<file path="config.mk">
export PLATFORM = sky130hd
export DESIGN_NAME = uart_rx_sampler
export DESIGN_NICKNAME = d
export VERILOG_FILES = /design/src/rtl/uart_rx_sampler.sv
export SDC_FILE = /design/constraint.sdc
export NUM_CORES = 1
export LEC_CHECK = 0
export BUFFER_PORTS_ARGS = -buffer_cell sky130_fd_sc_hd__buf_4
export CAP_MARGIN = 30
export CELL_PAD_IN_SITES_DETAIL_PLACEMENT = 1
export CELL_PAD_IN_SITES_GLOBAL_PLACEMENT = 1
export CORE_MARGIN = 8
export CORE_UTILIZATION = 25
export CTS_BUF_LIST = sky130_fd_sc_hd__clkbuf_2 sky130_fd_sc_hd__clkbuf_4 sky130_fd_sc_hd__clkbuf_8
export DETAILED_ROUTE_END_ITERATION = 16
export PLACE_DENSITY = 0.53
export SLEW_MARGIN = 20
export SYNTH_ARGS = -nofsm -noshare
export SYNTH_HDL_FRONTEND = slang
export SYNTH_SLANG_ARGS = --single-unit
</file>
<file path="constraint.sdc">
create_clock -name clk -period 2.6 [get_ports clk]
set_clock_uncertainty 0.15 [all_clocks]
set_input_delay 0.52 -clock clk [delete_from_list [all_inputs] [get_ports clk]]
set_output_delay 0.52 -clock clk [all_outputs]
set_load 0.005 [all_outputs]
</file>
<file path="src/rtl/uart_rx_sampler.sv">
// -----------------------------------------------------------------------------
// uart_rx_sampler
//   UART receiver front end for 8N1 frames. The raw serial pin is
//   synchronised, start bits are validated at half a bit time, and data and
//   stop bits are sampled at mid-bit. A good byte is presented on `data` with
//   a one-cycle `valid` strobe. A stop bit that samples 0 gives a one-cycle
//   `frame_err` strobe. The receiver then waits for the line to return high,
//   so a held-low break reports only one error.
//
// Parameters:
//   CLK_FREQ  system clock frequency in Hz
//   BAUD      line rate in bit/s (CLK_FREQ/BAUD must be >= 4)
//
// Ports:
//   clk        system clock, rising-edge
//   rst        asynchronous active-high reset
//   din        raw serial line, idle high, asynchronous to clk
//   valid      one-cycle pulse when a good frame completes
//   data       last good byte, held until the next valid
//   frame_err  one-cycle pulse when the stop bit samples 0
//   busy       registered, high whenever the receiver is not idle
// -----------------------------------------------------------------------------
module uart_rx_sampler #(
  parameter int CLK_FREQ = 100_000_000,
  parameter int BAUD     = 9600
) (
  input  logic       clk,
  input  logic       rst,
  input  logic       din,
  output logic       valid,
  output logic [7:0] data,
  output logic       frame_err,
  output logic       busy
);

  localparam int BIT_CNT = CLK_FREQ / BAUD;
  localparam int HALF    = BIT_CNT / 2;
  localparam int CW      = $clog2(BIT_CNT);

  localparam logic [CW-1:0] BIT_LAST  = CW'(BIT_CNT - 1);
  localparam logic [CW-1:0] HALF_LAST = CW'(HALF - 1);
  localparam logic [CW-1:0] CNT_ZERO  = {CW{1'b0}};
  localparam logic [CW-1:0] CNT_ONE   = CW'(1);

  typedef enum logic [2:0] {
    IDLE      = 3'd0,
    START     = 3'd1,
    DATA      = 3'd2,
    STOP      = 3'd3,
    WAIT_IDLE = 3'd4
  } state_t;

  state_t        state;
  logic          din_meta;
  logic          din_s;
  logic [CW-1:0] cnt;
  logic [2:0]    idx;
  logic [7:0]    sh;

  // Two-flop synchroniser on the raw pin; resets to the idle (high) level.
  always_ff @(posedge clk or posedge rst) begin
    if (rst) begin
      din_meta <= 1'b1;
      din_s    <= 1'b1;
    end else begin
      din_meta <= din;
      din_s    <= din_meta;
    end
  end

  // Receive state machine with bit timer, bit index, shift register and
  // registered outputs.
  always_ff @(posedge clk or posedge rst) begin
    if (rst) begin
      state     <= IDLE;
      cnt       <= CNT_ZERO;
      idx       <= 3'd0;
      sh        <= 8'h00;
      data      <= 8'h00;
      valid     <= 1'b0;
      frame_err <= 1'b0;
      busy      <= 1'b0;
    end else begin
      // Strobes default low so each one lasts only a single cycle.
      valid     <= 1'b0;
      frame_err <= 1'b0;
      case (state)
        IDLE: begin
          cnt <= CNT_ZERO;
          if (!din_s) begin
            state <= START;
            busy  <= 1'b1;
          end else begin
            busy  <= 1'b0;
          end
        end

        // Re-check the line at the centre of the start bit to reject glitches.
        START: begin
          if (cnt == HALF_LAST) begin
            cnt <= CNT_ZERO;
            if (!din_s) begin
              state <= DATA;
              idx   <= 3'd0;
            end else begin
              state <= IDLE;
              busy  <= 1'b0;
            end
          end else begin
            cnt <= cnt + CNT_ONE;
          end
        end

        // The timer is aligned to mid-bit, so every full bit period lands
        // in the centre of the next bit.
        DATA: begin
          if (cnt == BIT_LAST) begin
            cnt     <= CNT_ZERO;
            sh[idx] <= din_s;
            if (idx == 3'd7) begin
              state <= STOP;
            end else begin
              idx <= idx + 3'd1;
            end
          end else begin
            cnt <= cnt + CNT_ONE;
          end
        end

        // Leaving at mid stop bit gives half a bit of slack, which lets a
        // back-to-back start bit be caught.
        STOP: begin
          if (cnt == BIT_LAST) begin
            cnt <= CNT_ZERO;
            if (din_s) begin
              data  <= sh;
              valid <= 1'b1;
              state <= IDLE;
              busy  <= 1'b0;
            end else begin
              frame_err <= 1'b1;
              state     <= WAIT_IDLE;
            end
          end else begin
            cnt <= cnt + CNT_ONE;
          end
        end

        // A held-low line (break) must go high again before a new start
        // can be recognised.
        WAIT_IDLE: begin
          cnt <= CNT_ZERO;
          if (din_s) begin
            state <= IDLE;
            busy  <= 1'b0;
          end else begin
            busy  <= 1'b1;
          end
        end

        default: begin
          state <= IDLE;
          cnt   <= CNT_ZERO;
          idx   <= 3'd0;
          busy  <= 1'b0;
        end
      endcase
    end
  end

endmodule

</file>
* Word-level counts from Yosys, hierarchy flattened *
Cells that the tools add are included.

storage, ports and cells
  flip-flop bits (word level) = 41
  input bits = 3
  logic and storage cells = 71

operators by class
  add/sub/neg operators = 2
  $lt $le $gt $ge = 2
  equality and inequality tests = 15
  multiplexer cells = 30
  bitwise gates (word level) = 2
  reduce and logical (&&, ||, !) cells = 10

operators with widths
  operator                                                                             count
  3-bit 2-to-1 mux                                                                     11
  14-bit 2-to-1 mux                                                                    2
  14-bit one-hot mux with 2 select lines                                               1
  2-bit != test, second input constant                                                 8
  3-bit one-hot mux with 5 select lines                                                1
  14-bit by 1-bit adder with 14-bit output, second input constant                      1
  14-bit by 13-bit equality test with 1-bit output, second input constant              1
  14-bit equality test, second input constant                                          1
  1-bit 2-to-1 mux                                                                     10
  3-bit one-hot mux with 3 select lines                                                1
  8-bit bitwise mux                                                                    1
  3-bit by 2-bit equality test with 1-bit output, second input constant                2
  3-bit equality test, second input constant                                           2
  3-bit AND reduction                                                                  2
  6-bit AND reduction                                                                  1
  5-bit AND reduction                                                                  1
  3-bit by 4-bit less-than comparator with 1-bit output, second input constant         1
  1-bit one-hot mux with 4 select lines                                                1
  2-bit OR reduction                                                                   2
  3-bit by 1-bit adder with 3-bit output, second input constant                        1
  1-bit demux with 3-bit select                                                        1
  3-bit by 1-bit equality test with 1-bit output, second input constant                1
  3-bit by 1-bit greater-or-equal comparator with 1-bit output, second input constant  1
  3-bit zero test                                                                      1
  5 further kinds                                                                      6

* Longest topological paths before layout *
Gate-level depths: netlist (run 1).

  word-level depth = 5
  gate-level depth with buffers = 6
  gate-level depth less buffers = 5

* Worst setup path before layout (run 1) *
Ideal clock, no wire load.

  path type = flip-flop to flip-flop
  start point = register cnt[0]
  end point = register sh[3]
  library setup time = 128 ps
  data arrival time = 1566 ps
  data required time = 2322 ps
  setup slack = 756 ps
  stages on the path, launching flop included = 6
  buffers on the path = 0
  clock period less this slack = 1844 ps
  path through = dfrtp_1 -> ha_1 -> and3_2 -> nand4_2 -> nor4_1 -> mux2_1

on the way
  longest elaborated chain between the ends = 2

ends and longest elaborated chain
  what                           line  source
  start, declared                56    logic [CW-1:0] cnt;
  start signal, assigned         110   cnt <= cnt + CNT_ONE;
  start signal, assigned         126   cnt <= cnt + CNT_ONE;
  start signal, assigned         145   cnt <= cnt + CNT_ONE;
  14-bit equality test           117   if (cnt == BIT_LAST) begin
  2-bit AND reduction (no line)  --
  end signal, assigned by index  119   sh[idx] <= din_s;
  end, declared                  58    logic [7:0] sh;

Every way passes these cells.
A chain may end at the register's enable or synchronous reset.

* Final worst setup path (run 1) *
Same ends and word-level chain as after synthesis.

==> flow_summary.json, run 1 <==
{
  "status": "complete, no violations",
  "rsz0062_at_grt": "false",
  "yosysSeqAreaShare": 0.511,
  "drt_iter0_drc": 69,
  "slew_viol_final": 0,
  "overflow": 0,
  "cts.htree.levels": 2,
  "cts_sinks": 41,
  "num_antenna_cells": 0,
  "synth_area_leaders": "dfrtp_1 (48%), mux2_1 (8.9%), nor2_1 (4.5%), nand4_1 (3.7%), xnor2_1 (3.0%)",
  "dr.pass1.iters": 4,
  "path_class": "reg2reg",
  "grt_pass1_vias": 1544,
  "setup_tns_ps": 0,
  "regArea_um2": 1030,
  "syn-num-nets": 188,
  "maxCapViolations": 0,
  "clk_latency_ps": 290,
  "synth_edf_count": 0,
  "gp_congestion": 0.827,
  "synth_top_area_share": 0.484,
  "num_vias": 1412,
  "netlist_area_um2": 2010,
  "vias_per_cell": 4.66,
  "hpwl_mm": 3.19,
  "whs_ps": 126,
  "cts_resized": 0,
  "critPathCaptureType": "flop",
  "antenna_found_initial": 0,
  "final_cell_mix": "dfrtp_1 (39), nor2_1 (24), buf_4 (18), mux2_1 (16), nand4_1 (12)",
  "ys.flop_type": "dfrtp_1",
  "clk_path_buf_depth": 2,
  "port_buffers": 13,
  "numCtsBuffers": 5,
  "final_common_cell": "dfrtp_1",
  "syn_area_per_cell_um2": 11.1,
  "num_io_pins": 14,
  "layout_worst_path_cycle_share": 0.772,
  "worstMarginPinSlew_ps": 783,
  "core_um2": 7770,
  "dpl_cell_area_um2": 2230,
  "cts_setup_buffers": 0,
  "crit_fanout": 5,
  "critPathRequiredTime_ps": 2630,
  "fin_area_um2": 2350,
  "postSynthCellCount": 182,
  "cts_root_buffer": "clkbuf_8",
  "routed_wl_mm": 4.41,
  "ys_async_sr_fraction": 1.00,
  "ys_seq_elements": 41,
  "nets": 206,
  "hold_viol": 0,
  "multi_input_comb_area_um2": 918,
  "wl_per_cell_um": 14.5,
  "p_per_area_nw_per_um2": 512,
  "clkTransAtPathRegs_ps": 80,
  "dieArea_um2": 11200,
  "die_w_um": 106,
  "ant_nets": 0,
  "ys_warn_count": 0,
  "area_delta_synth_final_pct": 16.8,
  "hold_class": "in2async",
  "start_kind": "flop",
  "n_fill_cell": 899,
  "finalSetupViolCount": 0,
  "start_util": 0.259,
  "ctsHoldBuffers": 0,
  "critPathArrivalTime_ps": 2040,
  "ys_types": 46,
  "p_leak_uw": 0.00109,
  "final.min_clock_period_ps": 2010,
  "die_height_um": 106,
  "cts_tree": "built",
  "relSlewSlack": 0.475,
  "fmax_ghz": 0.498,
  "yosys.area.top_type": "dfrtp_1",
  "grt_max_degree": 23,
  "placementRows": 32,
  "peakVddDrop_mv": 0.217,
  "drc": 0,
  "grtUsageTotal": 0.0831,
  "grt_pass1_wl_mm": 7.60,
  "layout-drive-gt1-share": 0.169
}
Yosys cell counts, drive strengths merged (4+ instances only):
library cell / count
nand3: 6
nand2: 9
mux2: 16
nand4: 13
xor2: 5
and3: 4
inv: 6
nor3b: 4
dfrtp: 39
buf: 5
xnor2: 7
nor2: 26
per-stage QoR:
step                worst slack, ps  total power [uW]  cells   util
floorplan                       756               668    182      -
global placement                621               679    295  0.287
detailed placement              578               679    295  0.287
CTS                             579              1230    303  0.303
global route                    443              1250    303  0.303
finish                          592              1200    303  0.303
registers in the layout, summed over array words and instances, names as in the netlist:
name,count
data,8
sh,8
idx,3
frame_err,1
din_s,1
valid,1
cnt,14
busy,1
state,3
din_meta,1
worst max-delay path, cell delays in order, from the launching register on:
cell and delay [ps]:
dfrtp_1 370, ha_1 230, and3_2 250, nand4_2 180
nor4_1 370, mux2_1 350
metal layers:
| layer | up-vias | GRT usage | part of all wire |
|---|---|---|---|
| li1 | 691 | - | - |
| met5 | - | 0 | 0 |
| met2 | 14 | 0.136 | 0.49 |
| met3 | 4 | 0.0256 | 0.038 |
| met4 | 0 | 0.0271 | 0.0091 |
| met1 | 703 | 0.101 | 0.47 |
worst paths after layout:
| kind | cells after the start | endpoint | slack (ps) | start |
|---|---|---|---|---|
| worst max-delay path | 5 | sh[3] | 590 | cnt[0] |
| worst min-delay path | 2 | cnt[8] | 130 | rst |
| worst max register to register | 5 | sh[3] | 590 | cnt[0] |
| worst min register to register | 0 | din_s | 210 | din_meta |
| max in group asynchronous | 3 | din_meta | 1520 | rst |
| min in group clk | 1 | din_meta | 190 | din |
where the power goes:
part	switching [uW]	internal, uW
combinational	15.1	5.84
sequential	3.54	640
clock	215	323
cell type report:
class | instances | area share
repair buffers | 18 | 0.0574
clock buffers | 7 | 0.0383
multi-input cells | 128 | 0.390
well taps | 102 | 0.0543
inverters | 6 | 0.00957
flip-flops and latches | 41 | 0.437
clock inverters | 1 | 0.0128
cells by family (layout without fill, tap and decap cells):
logic type | Yosys count | in the layout | share of synthesized area
and+or+nand+nor | 82 | 82 | 0.235
DFF | 41 | 41 | 0.511
muxes | 17 | 17 | 0.0944
AOI/OAI and AO/OA | 14 | 14 | 0.0553
buffers and inverters | 13 | 32 | 0.0335
xor gates and xnor gates | 12 | 12 | 0.0522
adders and majority gates | 3 | 3 | 0.0186
(Power assumes the default switching activity.)
==> inputs of run 2 (changes only) <==
==> constraint.sdc (replaced) <==
create_clock -name clk -period 2.1 [get_ports clk]
set_clock_uncertainty 0.15 [all_clocks]
set_input_delay 0.42 -clock clk [delete_from_list [all_inputs] [get_ports clk]]
set_output_delay 0.42 -clock clk [all_outputs]
set_load 0.005 [all_outputs]
==> run 2 against run 1 <==
Compared with the run above: non-clock buffer count up 7; critical path depth unchanged; first-iteration DRC count down 26%; highest routed layer unchanged; cell count up 2.3%; power up 16%; critical path type unchanged.
==> flow_summary.json, run 2 (synthesized netlist as in run 1, its figures left out) <==
{
  "p_leak_uw": 0.00112,
  "routed_wl_mm": 4.46,
  "drt_iter0_drc": 51,
  "die_w_um": 106,
  "critPathArrivalTime_ps": 2010,
  "placementRows": 32,
  "fin_util": 0.311,
  "final_cell_mix": "dfrtp_1 (39), nor2_1 (24), buf_4 (23), mux2_1 (16), nand4_1 (12)",
  "startpoint": "cnt[0]",
  "peakVddDrop_mv": 0.333,
  "path_class": "reg2reg",
  "grtUsageTotal": 0.0868,
  "num_vias": 1459,
  "swShare": 0.211,
  "cts_resized": 0,
  "rr_startpoint": "cnt[0]",
  "layout-drive-gt1-share": 0.202,
  "nets": 213,
  "core_um2": 7770,
  "num_antenna_cells": 0,
  "p_per_area_nw_per_um2": 577,
  "final_common_cell": "dfrtp_1",
  "worstMarginPinSlew_ps": 739,
  "slew_viol_final": 0,
  "overflow": 0,
  "hold_viol": 0,
  "ctsHoldBuffers": 0,
  "ant_nets": 0,
  "reg_top3": "cnt: 14 flops, data: 8 flops, sh: 8 flops",
  "crit_fanout": 5,
  "layout_worst_path_cycle_share": 0.940,
  "critPathRequiredTime_ps": 2130,
  "area_delta_synth_final_pct": 20.0,
  "clk_latency_ps": 290,
  "status": "complete, no violations",
  "dr.pass1.iters": 3,
  "dp_cells": 302,
  "antenna_found_initial": 0,
  "cts_tree": "built",
  "rsz0062_at_grt": "false",
  "vias_per_cell": 4.71,
  "start_util": 0.259,
  "p_int_uw": 1100,
  "critPathCaptureType": "flop",
  "finalSetupViolCount": 0,
  "cts.htree.levels": 2,
  "port_buffers": 13,
  "die_height_um": 106,
  "layout.cells.non_filler": 310,
  "final.min_clock_period_ps": 1970,
  "p_comb_frac": 0.021,
  "relSlewSlack": 0.504,
  "cts_root_buffer": "clkbuf_8",
  "fmax_ghz": 0.506,
  "wl_per_cell_um": 14.4,
  "dieArea_um2": 11200,
  "seq_power_share": 0.572,
  "grt_pass1_vias": 1624,
  "start_kind": "flop",
  "hpwl_mm": 3.25,
  "power_switching_uw": 295,
  "num_io_pins": 14,
  "power.share.clock": 0.408,
  "drc": 0,
  "grt_max_degree": 24,
  "cts_sinks": 41,
  "cts_setup_buffers": 0,
  "gp_congestion": 0.730,
  "largest_register": "cnt",
  "clkTransAtPathRegs_ps": 80,
  "largest_reg_flops": 14,
  "grt_pass1_wl_mm": 7.91,
  "maxCapViolations": 0,
  "clk_path_buf_depth": 2,
  "setup_tns_ps": 0,
  "numCtsBuffers": 5,
  "hold_class": "in2async"
}
run 2: power groups by stage:
| stage | sequential, uW | combinational (uW) | clock [uW] |
|---|---|---|---|
| floorplan | 809 | 17.5 | 0 |
| global placement | 813 | 30.7 | 0 |
| detailed placement | 813 | 31.0 | 0 |
| CTS | 797 | 31.0 | 603 |
| global route | 798 | 33.7 | 626 |
| finish | 797 | 29.0 | 568 |
run 2: worst paths after layout:
kind,to,slack (ps),cells after the start
min in group clk,din_meta,80,1
max in group asynchronous,data[5],1280,3
setup reg to reg,sh[3],130,5
hold / removal,cnt[10],7,2
hold reg to reg,din_s,210,0
setup / recovery,sh[3],130,5
run 2: metal layers:
layer	part of all wire	wire length [um]	vias to the layer above	GRT usage
li1	-	-	704	-
met1	0.44	1960	735	0.0953
met2	0.51	2280	12	0.154
met3	0.036	162	8	0.0256
met4	0.014	61	0	0.0332
met5	0	0	-	0
run 2: cell type report:
class	instances	area (um^2)
tap	102	128
clock inverter	1	5.00
timing repair buffer	25	213
multi-input combinational	128	925
fill	890	5350
inverter	6	22.5
sequential	41	1030
clock buffer	7	96.3
run 2: worst max-delay path, cell delays in order, from the launching register on:
cell and delay, ps:
dfrtp_1 370, ha_1 220, and3_2 260, nand4_2 180
nor4_1 340, mux2_1 350
run 2: per-stage QoR:
stage | hold WS (ps) | cell area (um^2) | worst slack, ps | total power (uW)
after floorplan | 195 | 2010 | 256 | 826
after global placement | 197 | 2310 | 154 | 843
after detailed placement | 197 | 2310 | 115 | 844
after CTS | 22.5 | 2410 | 104 | 1430
after global routing | 53.3 | 2420 | 1.12 | 1460
final | 7.41 | 2420 | 125 | 1390
